<file path="config.mk">
export PLATFORM = sky130hd
export DESIGN_NAME = apb_master_arbiter
export DESIGN_NICKNAME = d
export VERILOG_FILES = /design/src/rtl/apb_arb_pkg.sv /design/src/rtl/apb_rr_pick.sv /design/src/rtl/apb_master_arbiter.sv
export SDC_FILE = /design/constraint.sdc
export NUM_CORES = 1
export LEC_CHECK = 0
export ABC_AREA = 1
export BUFFER_PORTS_ARGS = -buffer_cell sky130_fd_sc_hd__buf_2
export CAP_MARGIN = 10
export CORE_MARGIN = 2
export CORE_UTILIZATION = 40
export DETAILED_ROUTE_END_ITERATION = 8
export MAX_ROUTING_LAYER = met4
export PLACE_DENSITY_LB_ADDON = 0.25
export SLEW_MARGIN = 20
export SYNTH_ARGS = -nofsm -noshare
export SYNTH_HDL_FRONTEND = slang
export SYNTH_HIERARCHICAL = 1
export SYNTH_SLANG_ARGS = --single-unit
</file>
<file path="constraint.sdc">
create_clock -name from_top_clk -period 2.7 [get_ports from_top_clk]
set_clock_uncertainty 0.1 [all_clocks]
set_input_delay 0.54 -clock from_top_clk [delete_from_list [all_inputs] [get_ports from_top_clk]]
set_output_delay 0.54 -clock from_top_clk [all_outputs]
set_load 0.02 [all_outputs]
</file>
<file path="src/rtl/apb_arb_pkg.sv">
// Shared types and constants for the two-requester APB master arbiter.
package apb_arb_pkg;

    typedef enum logic [1:0] {
        StIdle,
        StSetup,
        StAccess
    } apb_arb_state_t;

    localparam int unsigned REQ_DATA  = 0;
    localparam int unsigned REQ_FETCH = 1;

    localparam logic APB_READ  = 1'b0;
    localparam logic APB_WRITE = 1'b1;

endpackage

</file>
<file path="src/rtl/apb_rr_pick.sv">
// Two-way round-robin picker: one-hot grant, favouring the requester not granted last time.
module apb_rr_pick
    import apb_arb_pkg::*;
(
    input  logic [1:0] valid,
    input  logic       last_grant,
    output logic [1:0] grant
);

    always_comb begin
        grant = 2'b00;
        unique case (valid)
            2'b01:   grant = 2'b01;
            2'b10:   grant = 2'b10;
            2'b11:   grant = (last_grant == 1'(REQ_FETCH)) ? 2'b01 : 2'b10;
            default: grant = 2'b00;
        endcase
    end

endmodule

</file>
<file path="src/rtl/apb_master_arbiter.sv">
// APB3 master shared by the data port (requester 0) and fetch port (requester 1),
// one SETUP/ACCESS transfer at a time, with a wait-state watchdog.
module apb_master_arbiter
    import apb_arb_pkg::*;
#(
    parameter int unsigned DATA_LENGTH    = 32,
    parameter int unsigned ADDRESS_LENGTH = 32,
    parameter int unsigned TIMEOUT_CYCLES = 16
) (
    input  logic                      from_top_clk,
    input  logic                      preset_n,
    input  logic [1:0]                req_valid,
    input  logic [1:0]                req_write,
    input  logic [ADDRESS_LENGTH-1:0] req0_addr,
    input  logic [ADDRESS_LENGTH-1:0] req1_addr,
    input  logic [DATA_LENGTH-1:0]    req0_wdata,
    input  logic [DATA_LENGTH-1:0]    req1_wdata,
    output logic [1:0]                req_ready,
    output logic [1:0]                rsp_done,
    output logic                      rsp_err,
    output logic [DATA_LENGTH-1:0]    rsp_rdata,
    output logic                      psel,
    output logic                      penable,
    output logic                      pwrite,
    output logic [ADDRESS_LENGTH-1:0] paddr,
    output logic [DATA_LENGTH-1:0]    pwdata,
    input  logic                      pready,
    input  logic [DATA_LENGTH-1:0]    prdata
);

    localparam int unsigned CntW = (TIMEOUT_CYCLES > 1) ? $clog2(TIMEOUT_CYCLES) : 1;
    localparam logic [CntW-1:0] CntMax = CntW'(TIMEOUT_CYCLES - 1);

    apb_arb_state_t  state_q, state_d;
    logic            last_grant_q;
    logic            winner_q;
    logic [CntW-1:0] wait_cnt_q;
    logic [1:0]      grant;
    logic            accept;
    logic            win_idx;
    logic            done_ok;
    logic            done_timeout;

    apb_rr_pick u_rr_pick (
        .valid      (req_valid),
        .last_grant (last_grant_q),
        .grant      (grant)
    );

    assign accept       = (state_q == StIdle) && (grant != 2'b00);
    assign win_idx      = grant[1];
    assign done_ok      = (state_q == StAccess) && pready;
    assign done_timeout = (state_q == StAccess) && !pready && (wait_cnt_q == CntMax);

    always_ff @(posedge from_top_clk or negedge preset_n) begin
        if (!preset_n) begin
            state_q <= StIdle;
        end else begin
            state_q <= state_d;
        end
    end

    always_comb begin
        state_d = state_q;
        unique case (state_q)
            StIdle:   if (accept) state_d = StSetup;
            StSetup:  state_d = StAccess;
            StAccess: if (done_ok || done_timeout) state_d = StIdle;
            default:  state_d = StIdle;
        endcase
    end

    // Bus strobes decode straight from state so reset drops them without a clock edge.
    always_comb begin
        psel      = 1'b0;
        penable   = 1'b0;
        req_ready = 2'b00;
        unique case (state_q)
            StIdle:   req_ready = grant;
            StSetup:  psel = 1'b1;
            StAccess: begin
                psel    = 1'b1;
                penable = 1'b1;
            end
            default: ;
        endcase
    end

    always_ff @(posedge from_top_clk or negedge preset_n) begin
        if (!preset_n) begin
            paddr        <= '0;
            pwdata       <= '0;
            pwrite       <= APB_READ;
            winner_q     <= 1'b0;
            last_grant_q <= 1'(REQ_FETCH);
            wait_cnt_q   <= '0;
            rsp_done     <= 2'b00;
            rsp_err      <= 1'b0;
            rsp_rdata    <= '0;
        end else begin
            rsp_done <= 2'b00;
            rsp_err  <= 1'b0;
            if (accept) begin
                paddr        <= win_idx ? req1_addr : req0_addr;
                pwdata       <= win_idx ? req1_wdata : req0_wdata;
                pwrite       <= req_write[win_idx];
                winner_q     <= win_idx;
                last_grant_q <= win_idx;
            end
            if (state_q == StSetup) begin
                wait_cnt_q <= '0;
            end
            if (done_ok) begin
                rsp_done  <= winner_q ? 2'b10 : 2'b01;
                rsp_rdata <= (pwrite == APB_WRITE) ? '0 : prdata;
            end else if (done_timeout) begin
                rsp_done  <= winner_q ? 2'b10 : 2'b01;
                rsp_err   <= 1'b1;
                rsp_rdata <= '0;
            end else if (state_q == StAccess) begin
                wait_cnt_q <= wait_cnt_q + 1'b1;
            end
        end
    end

endmodule
</file>
==> impl_metrics.env <==
export IMPL_yosysTopAreaCellShare_pct=55.9
export IMPL_finalNetCount=1001
export IMPL_drtIter0Drc=263
export IMPL_layout_commonest_cell="buf_2"
export IMPL_design_die_area_um2=12900
export IMPL_cts_buffers_inserted=9
export IMPL_leakage_nw=3.57
export IMPL_finalPower_mw=7.77
export IMPL_period_needed_ns=2.11
export IMPL_grt_pass1_wl_um=22000
export IMPL_layout_common_cells="269 x buf_2, 220 x nand2_1, 107 x dfrtp_1, 73 x nor2_1, 65 x a31oi_1"
export IMPL_synth_top_family_by_area="simple AND/OR/NAND/NOR gates"
export IMPL_synthesis_area_um2=4790
export IMPL_path_delay_family="flip-flops"
export IMPL_hpwlAfterDp_um=10500
export IMPL_cts_tree="done"
export IMPL_design_core_area_um2=11600
export IMPL_cpMaxStageDelayCell="dfrtp_1"
export IMPL_max_stage_delay_ns=0.41
export IMPL_vdd_drop_max_uv=480
export IMPL_synth_xor_area_share_pct=0
export IMPL_die_w_um=113
export IMPL_grtUsageTotal_pct=22.1
export IMPL_muxShareOfSynthArea_pct=0
export IMPL_synthTopCellsByArea="dfrtp_1 56%, nand2_1 17%, a31oi_1 8.5%"
export IMPL_synth_distinct_cells=19
export IMPL_final_max_slew_viol_count=0
export IMPL_wire_per_inst_um=14.3
export IMPL_placementRows=39
export IMPL_dpl_instance_area_um2=6260
export IMPL_synthAdderAreaFrac_pct=1.31
export IMPL_start_util_pct=41.4
export IMPL_avgSynthCellArea_um2=8.32
export IMPL_pin_count=271
export IMPL_comb_power_share_pct=46.8
export IMPL_cts_sinks=108
export IMPL_dr_pass1_iters=4
export IMPL_pwr_density_cell_nw_per_um2=1180
export IMPL_syn_nets=748
export IMPL_worstPathRequired_ns=2.06
export IMPL_critPathKind="flip-flop to primary output"
export IMPL_cts_root_buf="clkbuf_16"
export IMPL_grt_start_max_net_pins=81
export IMPL_p_int_mw=4.38
export IMPL_seq_power_share_pct=35.9
export IMPL_ys_warn_count=6
export IMPL_start_kind="flip-flop"
export IMPL_clk_pin_slew_ns=0.07
export IMPL_antenna_found_initial=1
export IMPL_post_cts_resized=0
export IMPL_port_buffer_count=270
export IMPL_crit_top_cell="inv_1"
export IMPL_gp_routability_congestion=0.852
export IMPL_hold_path_class="input pin to asynchronous set/reset pin"
export IMPL_period_share_pct=78.1
export IMPL_yosys_area_share_simple_pct=27.6
export IMPL_final_cell_area_um2=6570
export IMPL_relSlewSlack_pct=34.6
export IMPL_swShare_pct=43.7
export IMPL_drt_vias_per_instance=4.97
export IMPL_max_clock_path_buffers=2
export IMPL_areaGrowthSynthToFinish_pct=37.1
export IMPL_switchingPower_mw=3.40
export IMPL_drive_above_1_share_pct=36.0
export IMPL_path_cells="inv_1 > ha_1 > nand2_1 > inv_1 > buf_2"
export IMPL_p_clk_share_pct=17.3
export IMPL_rsz0062_at_grt="false"
export IMPL_finalCoreUtilization_pct=56.8
export IMPL_hold_viol=0
export IMPL_route_detailed_drc=0
export IMPL_dieHeight_um=113
export IMPL_critPathCaptureType="primary output"
export IMPL_cts_setup_buffers=0
export IMPL_cts_hold_buf=0
export IMPL_arrival_ns=1.47
export IMPL_cp_max_fo=3
export IMPL_netlist_instances=576
export IMPL_finalSetupViolCount=0
export IMPL_grt_pass1_vias=4673
export IMPL_synth_compound_area_share_pct=9.01
export IMPL_ys_seq_area_share_pct=56.4
export IMPL_wirelength_um=14000
export IMPL_status="finished clean"
export IMPL_tightestPinTransition_ns=0.980
export IMPL_timing_critical_path_buf_inv=3
export IMPL_h_tree_depth=3
export IMPL_fmax_mhz=474
export IMPL_cap_violations=0
export IMPL_num_vias=4865
export IMPL_ys_seq_elements=108
export IMPL_hold_slack_ns=0.0702
export IMPL_antenna_left=0
export IMPL_insertion_delay_ns=0.35
export IMPL_yosys_area_top_type="dfrtp_1"
export IMPL_grt_ovfl_total=0
export IMPL_tns_ns=0
cell usage after synthesis:
cell        n
buf_4       3
dfrtp_1   107
buf_2      16
clkbuf_1   14
nand2_1   221
inv_1      18
or2_2       1
inv_2       1
a31oi_1    65
nand4_1     1
ha_1        5
nor2_1     73
nor3_1      1
a21oi_1     1
nand3_1    39
o21ai_0     4
nor2_2      1
buf_6       4
dfstp_2     1
per-layer routing:
metal / part of all wire [%] / vias to the layer above / track usage, %
li1: - / 2373 / -
met1: 42 / 2261 / 26.7
met2: 48 / 207 / 36.3
met3: 7.5 / 24 / 4.52
met4: 2.3 / 0 / 9.11
met5: 0 / - / -
sequential cells by signal (all words and copies together), names as in the netlist:
| register | flops |
|---|---|
| last_grant_q | 1 |
| state_q | 2 |
| pwdata | 32 |
| wait_cnt_q | 4 |
| pwrite | 1 |
| rsp_rdata | 32 |
| winner_q | 1 |
| paddr | 32 |
| rsp_err | 1 |
| rsp_done | 2 |
kinds of logic after synthesis:
logic type,count (synthesis)
and+or+nand+nor,337
DFF,108
AOI/OAI and AO/OA,70
buffers and inverters,56
adders and majority gates,5
worst register-to-register path: stages, from the launching register on:
cell,delay [ns]
dfrtp_1,0.40
inv_1,0.12
ha_1,0.25
nand2_1,0.11
nor2_1,0.20
nor2_2,0.06
buf_4,0.24
nand2_1,0.12
nand2_1,0.05
final cells by class:
type / instances / area, um^2
Fill cell: 1058 / 5000
Timing Repair Buffer: 279 / 1470
Antenna cell: 1 / 2.50
Inverter: 19 / 71.3
Multi-Input combinational cell: 412 / 1840
Clock buffer: 13 / 260
Clock inverter: 3 / 45.0
Sequential cell: 108 / 2700
Tap cell: 143 / 179
power groups by stage:
stage	registers, mW	clock network, mW	logic, mW
global placement	2.79	0	3.58
finish	2.79	1.35	3.63
global route	2.88	1.44	3.98
CTS	2.79	1.38	3.67
floorplan	3.67	0	1.53
detailed placement	2.80	0	3.69
per-stage QoR:
| step | instances | worst slack (ns) |
|---|---|---|
| after detailed placement | 961 | 0.769 |
| after global routing | 978 | 0.469 |
| after floorplan | 576 | 0.954 |
| after global placement | 961 | 0.805 |
| after CTS | 977 | 0.564 |
| final | 978 | 0.592 |
final timing paths:
path	to	from	depth (start not counted)	slack, ns
min in group from_top_clk	rsp_err$_DFF_PN0_	pready	2	0.29
worst min register to register	rsp_done[0]$_DFF_PN0_	winner_q$_DFFE_PN0P_	1	0.35
max in group asynchronous	last_grant_q$_DFFE_PN1P_	preset_n	2	1.73
worst min-delay path	pwdata[7]$_DFFE_PN0P_	preset_n	1	0.07
worst max-delay path	req_ready[0]	state_q[1]$_DFFE_PN0P_	5	0.59
worst max register to register	rsp_rdata[14]$_DFFE_PN0P_	state_q[0]$_DFFE_PN0P_	8	0.93
No activity file was read; power rests on OpenSTA's default activity.
